$ cat src/rtl/spi_mem_burst_ctrl.sv
// spi_mem_burst_ctrl: turns a burst request into single-byte cmd/addr/en/valid memory transactions.
// Define SPI_MEM_TIMEOUT_EN to abort a transaction phase that waits TIMEOUT_CYCLES for mem_valid.
`ifndef CMD_WRITE
`define CMD_WRITE 2'd1
`endif
`ifndef CMD_READ
`define CMD_READ 2'd2
`endif
module spi_mem_burst_ctrl #(
  parameter int ADDR_W         = 6,
  parameter int TIMEOUT_CYCLES = 64
) (
  input  logic              clk,
  input  logic              rst_n,
  input  logic              req_valid,
  output logic              req_ready,
  input  logic              req_write,
  input  logic [ADDR_W-1:0] req_addr,
  input  logic [ADDR_W-1:0] req_len,
  input  logic              wr_valid,
  output logic              wr_ready,
  input  logic [7:0]        wr_byte,
  output logic              rd_valid,
  input  logic              rd_ready,
  output logic [7:0]        rd_byte,
  output logic [1:0]        mem_cmd,
  output logic [ADDR_W-1:0] mem_addr,
  output logic [7:0]        mem_wr_data,
  input  logic [7:0]        mem_rd_data,
  output logic              mem_en,
  input  logic              mem_valid,
  output logic              busy,
  output logic              done,
  output logic              err
);
  typedef enum logic [1:0] {IDLE, PREP, ISSUE, RELEASE} state_t;
  state_t            state_q;
  logic [ADDR_W-1:0] addr_q, rem_q;
  logic              write_q, prep_go, tmo;
  assign req_ready = state_q == IDLE;
  assign busy      = !req_ready;
  assign prep_go   = state_q == PREP && !mem_valid && (write_q ? wr_valid : !rd_valid);
  assign wr_ready  = prep_go && write_q;
`ifdef SPI_MEM_TIMEOUT_EN
  localparam int CW = $clog2(TIMEOUT_CYCLES + 1);
  logic [CW-1:0] cnt_q;
  assign tmo = cnt_q == CW'(TIMEOUT_CYCLES - 1);
  // counts only while the current phase is still waiting, so it restarts on every state entry
  always_ff @(posedge clk or negedge rst_n)
    if (!rst_n) cnt_q <= '0;
    else cnt_q <= ((state_q == ISSUE && !mem_valid) || (state_q == RELEASE && mem_valid)) ? cnt_q + 1'b1 : '0;
`else
  assign tmo = 1'b0;
`endif
  always_ff @(posedge clk or negedge rst_n) begin
    if (!rst_n) begin
      state_q     <= IDLE;
      addr_q      <= '0;
      rem_q       <= '0;
      write_q     <= 1'b0;
      rd_valid    <= 1'b0;
      rd_byte     <= '0;
      mem_cmd     <= '0;
      mem_addr    <= '0;
      mem_wr_data <= '0;
      mem_en      <= 1'b0;
      done        <= 1'b0;
      err         <= 1'b0;
    end else begin
      done <= 1'b0;
      err  <= 1'b0;
      if (rd_valid && rd_ready) rd_valid <= 1'b0;
      case (state_q)
        IDLE: if (req_valid) begin
          addr_q  <= req_addr;
          rem_q   <= req_len;
          write_q <= req_write;
          state_q <= PREP;
        end
        PREP: if (prep_go) begin
          if (write_q) mem_wr_data <= wr_byte;
          mem_cmd  <= write_q ? `CMD_WRITE : `CMD_READ;
          mem_addr <= addr_q;
          mem_en   <= 1'b1;
          state_q  <= ISSUE;
        end
        ISSUE: if (mem_valid) begin
          if (!write_q) begin
            rd_byte  <= mem_rd_data;
            rd_valid <= 1'b1;
          end
          mem_en  <= 1'b0;
          state_q <= RELEASE;
        end else if (tmo) begin
          mem_en  <= 1'b0;
          err     <= 1'b1;
          state_q <= IDLE;
        end
        RELEASE: if (!mem_valid) begin
          addr_q  <= addr_q + 1'b1;
          rem_q   <= rem_q - 1'b1;
          done    <= rem_q == ADDR_W'(1);
          state_q <= rem_q == ADDR_W'(1) ? IDLE : PREP;
        end else if (tmo) begin
          err     <= 1'b1;
          state_q <= IDLE;
        end
        default: state_q <= IDLE;
      endcase
    end
  end
endmodule

$ cat config.mk
export PLATFORM = sky130hd
export DESIGN_NAME = spi_mem_burst_ctrl
export DESIGN_NICKNAME = d
export VERILOG_FILES = /design/src/rtl/spi_mem_burst_ctrl.sv
export SDC_FILE = /design/constraint.sdc
export NUM_CORES = 1
export LEC_CHECK = 0
export BUFFER_PORTS_ARGS = -buffer_cell sky130_fd_sc_hd__buf_4
export CAP_MARGIN = 30
export CORE_MARGIN = 3
export CORE_UTILIZATION = 55
export CTS_BUF_LIST = sky130_fd_sc_hd__clkbuf_4 sky130_fd_sc_hd__clkbuf_8
export CTS_CLUSTER_DIAMETER = 100
export DETAILED_ROUTE_END_ITERATION = 12
export PLACE_DENSITY = 0.95
export SETUP_SLACK_MARGIN = 0.05
export SYNTH_ARGS = -nofsm -noshare
export SYNTH_HDL_FRONTEND = slang
export SYNTH_SLANG_ARGS = --single-unit
$ cat constraint.sdc
create_clock -name clk -period 3 [get_ports clk]
set_input_delay 0.3 -clock clk [delete_from_list [all_inputs] [get_ports clk]]
set_output_delay 0.3 -clock clk [all_outputs]
set_load 0.05 [all_outputs]
=== Word level (Yosys, flattened, before mapping) ===
Index checks and enable logic that the tools add are counted.
Widths: inputs -> output; s select.

* $add $sub $neg: 2
* Equal/unequal tests: 8
* Mux-type cells: 23
* Bitwise logic cells: 1
* Reductions and logical operators: 17

{| class="wikitable"
|+ Operators by type and width
! kind !! count
|-
| $mux 6 || 4
|-
| $pmux 6 s2 || 2
|-
| $reduce_and 3->1 || 4
|-
| $mux 1 || 10
|-
| $mux 2 || 5
|-
| $ne 2x2->1 const B || 4
|-
| $pmux 2 s4 || 1
|-
| $add 6x1->6 const B || 1
|-
| $eq 6x1->1 const B || 1
|-
| $sub 6x1->6 const B || 1
|-
| $eq 2x2->1 const B || 2
|-
| $logic_and 1x1->1 || 4
|-
| $reduce_and 2->1 || 2
|-
| $reduce_and 4->1 || 1
|-
| $reduce_bool 2->1 || 2
|-
| $logic_not 1->1 || 3
|-
| $eq 2x1->1 const B || 1
|-
| $logic_not 2->1 || 1
|-
| $pmux 1 s2 || 1
|-
| $not 1->1 || 1
|}

* Register bits after elaboration: 42
* Input port bits: 35
* Output and inout port bits: 31
* Word-level logic and storage cells: 62

=== Logic depth before layout (Yosys ltp) ===
* Depth in word-level cells: 5
* Mapped depth: 8
* Mapped depth without buffers: 7

=== Least setup slack after synthesis ===
Ideal clock, no wire load.

* Path kind: register to register
* Start: register state_q[0]
* End: register addr_q[2]
* Arrival time: 2.202 ns
* Required time: 2.877 ns
* Setup slack: 0.676 ns
* Stages on the path, launching flop included: 6
* Buffers on the path: 0
* Cell sequence: dfrtp_1 -> inv_1 -> ha_1 -> inv_1 -> or3_1 -> o221a_2

* Word-level cells in the longest chain between the ends: 3
* Elaborated cells between the ends (all ways): 7
* Those cells by class: 3 x eq/ne; 1 x mux; 3 x reduce/logical

{| class="wikitable"
|+ Ends and longest elaborated chain
! element !! RTL line !! source
|-
| from (decl) || 37 || <nowiki>state_t state_q;</nowiki>
|-
| from (signal assigned) || 103 || <nowiki>state_q <= rem_q == ADDR_W'(1) ? IDLE : PREP;</nowiki>
|-
| $logic_not 2->1 * || - ||
|-
| named net req_ready || 16 || <nowiki>output logic req_ready,</nowiki>
|-
| $ne 2x2->1 (no line) / $reduce_bool 2->1 (equally long branches) || - ||
|-
| $reduce_and 3->1 (no line) || - ||
|-
| to (signal assigned) || 75 || <nowiki>addr_q <= req_addr;</nowiki>
|-
| to (signal assigned) || 100 || <nowiki>addr_q <= addr_q + 1'b1;</nowiki>
|-
| to (decl) || 38 || <nowiki>logic [ADDR_W-1:0] addr_q, rem_q;</nowiki>
|}

The timed path passes the listed nets; every way through them passes the cells marked *.
A chain may end at the register's enable or synchronous reset.

=== Worst setup path after layout ===
* Start: register state_q[1]
* End: output wr_ready

* Word-level cells in the longest chain between the ends: 4

{| class="wikitable"
|+ Ends and longest elaborated chain
! element !! RTL line !! source
|-
| $eq 2x1->1 || 42 || <nowiki>assign prep_go = state_q == PREP && !mem_valid && (write_q ? wr_valid : !rd_valid);</nowiki>
|-
| $logic_and 1x1->1 (2 in a row) || 42 ||
|-
| $logic_and 1x1->1 || 43 || <nowiki>assign wr_ready = prep_go && write_q;</nowiki>
|-
| to (decl) || 21 || <nowiki>output logic wr_ready,</nowiki>
|}

No other way between the ends.

==> metrics.txt <==
crit path DAT=2180 ps; worst-path maximum fanout=10; crit path from=state_q[1]; critical path depth=6; via count=1796; setup ws final=524.0 ps; setup tns final=0 ps; period utilization=82.53%; H-tree levels=2; FMAX=403.9 MHz; Initial Util=59.02%; crit path cell chain=inv_1 > ha_1 > nor2b_1 > nand3_1 > clkinv_1 > buf_4; final number of setup-violating endpoints=0; Synth area leaders=dfrtp_1, mux2_2, nand2_1; compound-cell area share of the yosys netlist=14.00%; Final Net Count=313; Die ar.=4490 um^2; average wire per standard cell=15.85 um; crit path kind=flop to output port; pwr/cell area=1321 nW/um^2; RSZ-0062 raised after global routing=false; port bufs=64; share of flip-flops with an asynchronous set or reset=100.0%; Main synth FF type=dfrtp_1; Buf/Inv on CP=3; number of CTS-inserted buffers=5; Final Skew=5.059 ps; total core area=3468 um^2; post-placement setup slack=728.2 ps; Slew HR=47.53%; clk slew on worst S/H paths=80 ps; hold crit path type=input port to flop; final WL=5010 um; clk root buf=clkbuf_8; DR pass1 iterations=5; Slew Limit Fails=0; Mapped Avg Cell Area=9.985 um^2; Die H=67.01 um; largest stage delay on the critical path=420 ps; DRC=0; Post-Synth Adder-Cell Area=4.890%; post-synth top area cell=dfrtp_1; RR Endpoint=state_q[1]; worst r2r path cells=5; GRT overflow=0; clock sink total=42; Post-synth EDFFs=0; vias in the first global route=1766; leak pwr=1.313 nW; Layout area overhead=30.07%; mapped cell area=2047 um^2; total power=3.517 mW; flops & latches, synth=42; Seq/Total Area, Yosys=51.34%; critical path capture point=wr_ready; total track usage=23.40%; Synth Net Count=248; post-synthesis mux area share=8.130%; status=finished clean; Post-DP HPWL=3720 um; Warnings, synthesis=0; element type at the critical path start=flop; DRT antenna net count=0; main combinational cell family by area after synthesis=simple AND/OR/NAND/NOR gates; post_cts resized=0; synthesized instance count=205; layout cells sized above 1=33.70%; CP top delay family=buffers and inverters; clk_lat worst skew=300 ps; r2r setup slk=670 ps; worst slew pin tran=787.0 ps; antenna violations before repair=0; CTS tree=done; clock period minus worst slack=2476 ps; Final Hold Viols=0; Worst EP required=2700 ps; post-synthesis xor/xnor area fraction=0%; num rows=21; Longest Clk Path Bufs=2; Die X=67.01 um; routability cong.=0.8156; Worst Setup End Kind=output port; largest net degree at the start of global routing=43; Simple-Gate Fraction of Synth Area=16.69%; max cap viols=0; global-route wire length before repair=7776 um; diode count=0; FF-to-FF Start=state_q[1]; number of distinct library cells after synthesis=39; slowest CP cell=dfrtp_1; post-DR vias/cell=5.684; DRT iter0 DRCs=129; share of the synthesized area in the top cell type=51.34%; IO Count=66; peak supply drop=0.7954 mV
## synthesized netlist by cell type (2+ instances only)
cell type and instances:
a21oi_1 9, a2bb2oi_1 3, a31o_2 2, buf_2 3
buf_4 2, dfrtp_1 42, ha_1 8, inv_1 13
mux2_2 13, mux2i_1 2, nand2_1 39, nand2b_1 2
nand3_1 7, nor2_1 7, nor2b_1 3, nor3_1 3
nor4_1 3, o21ai_0 10, o21ai_1 7, o221a_2 3
o22ai_1 5, or3_1 2
## how the worst min path moves through the flow
stage	from	to	slack, ps	cells past startpoint
CTS	rd_ready	rd_valid	170	2
finish	rd_ready	rd_valid	160	2
detailed placement	rst_n	mem_wr_data[1]	310	1
global placement	rst_n	mem_wr_data[0]	310	1
global route	rd_ready	rd_valid	180	2
floorplan	rst_n	addr_q[0]	4	0
## area by class of cell
cell class / count / area, um^2
multi-input cells: 142 / 898.4
fillers: 251 / 805.8
repair buffers: 65 / 490.5
inverters: 14 / 52.55
well taps: 46 / 57.56
flip-flops and latches: 42 / 1051
clock inverters: 1 / 30.03
clock buffers: 6 / 82.58
## report_power, final
group	total [mW]	switching (mW)	internal, mW	leakage [nW]
Combinational	2.00	1.30	0.696	0.753
Sequential	1.06	0.217	0.846	0.503
Clock	0.457	0.191	0.266	0.0573
Total	3.52	1.71	1.81	1.31
## layer usage
metal  global-route usage (%)  vias to the layer above  wire (um)
met1                    28.82                      885       1993
met5                        0                        -          0
li1                         -                      841          -
met3                    5.059                       18        240
met2                    37.91                       52       2611
met4                    12.66                        0        165
## layout by cell type (no fill, tap or decap), drive strengths merged, types with 7 or more instances in the layout
cell,synthesis,layout
buf,7,64
dfrtp,42,42
nand2,39,39
o21ai,17,17
inv,13,13
mux2,13,13
a21oi,9,9
ha,8,8
nand3,7,7
nor2,7,7
## what timing repair did
action                                 4_1_cts  5_1_grt
hold buffers                                 1        0
endpoints found under the hold margin       42        0
buffers inserted                             0        0
## sequential cells by signal, summed over array words and instances (netlist names)
name,flops
done,1
write_q,1
addr_q,6
mem_wr_data,8
mem_cmd,2
mem_en,1
rem_q,6
rd_byte,8
state_q,2
mem_addr,6
rd_valid,1
## per-stage QoR
step	instances	util (%)	area (um^2)	hold WS [ps]
4_1_cts	316	76.77	2663	167.7
5_1_grt	316	76.77	2663	179.1
6_report	316	76.77	2663	164.1
3_3_place_gp	308	73.23	2540	307.8
3_5_place_dp	308	73.23	2540	314.8
2_1_floorplan	205	-	2047	4.409
## kinds of logic after synthesis
group                    Yosys count
AO/OA/AOI/OAI                     45
multiplexers                      15
AND/OR/NAND/NOR                   73
flip-flops                        42
adder cells (fa/ha/maj)            8
buffers and inverters             21
other                              1
No activity file was read; power rests on OpenSTA's default activity.
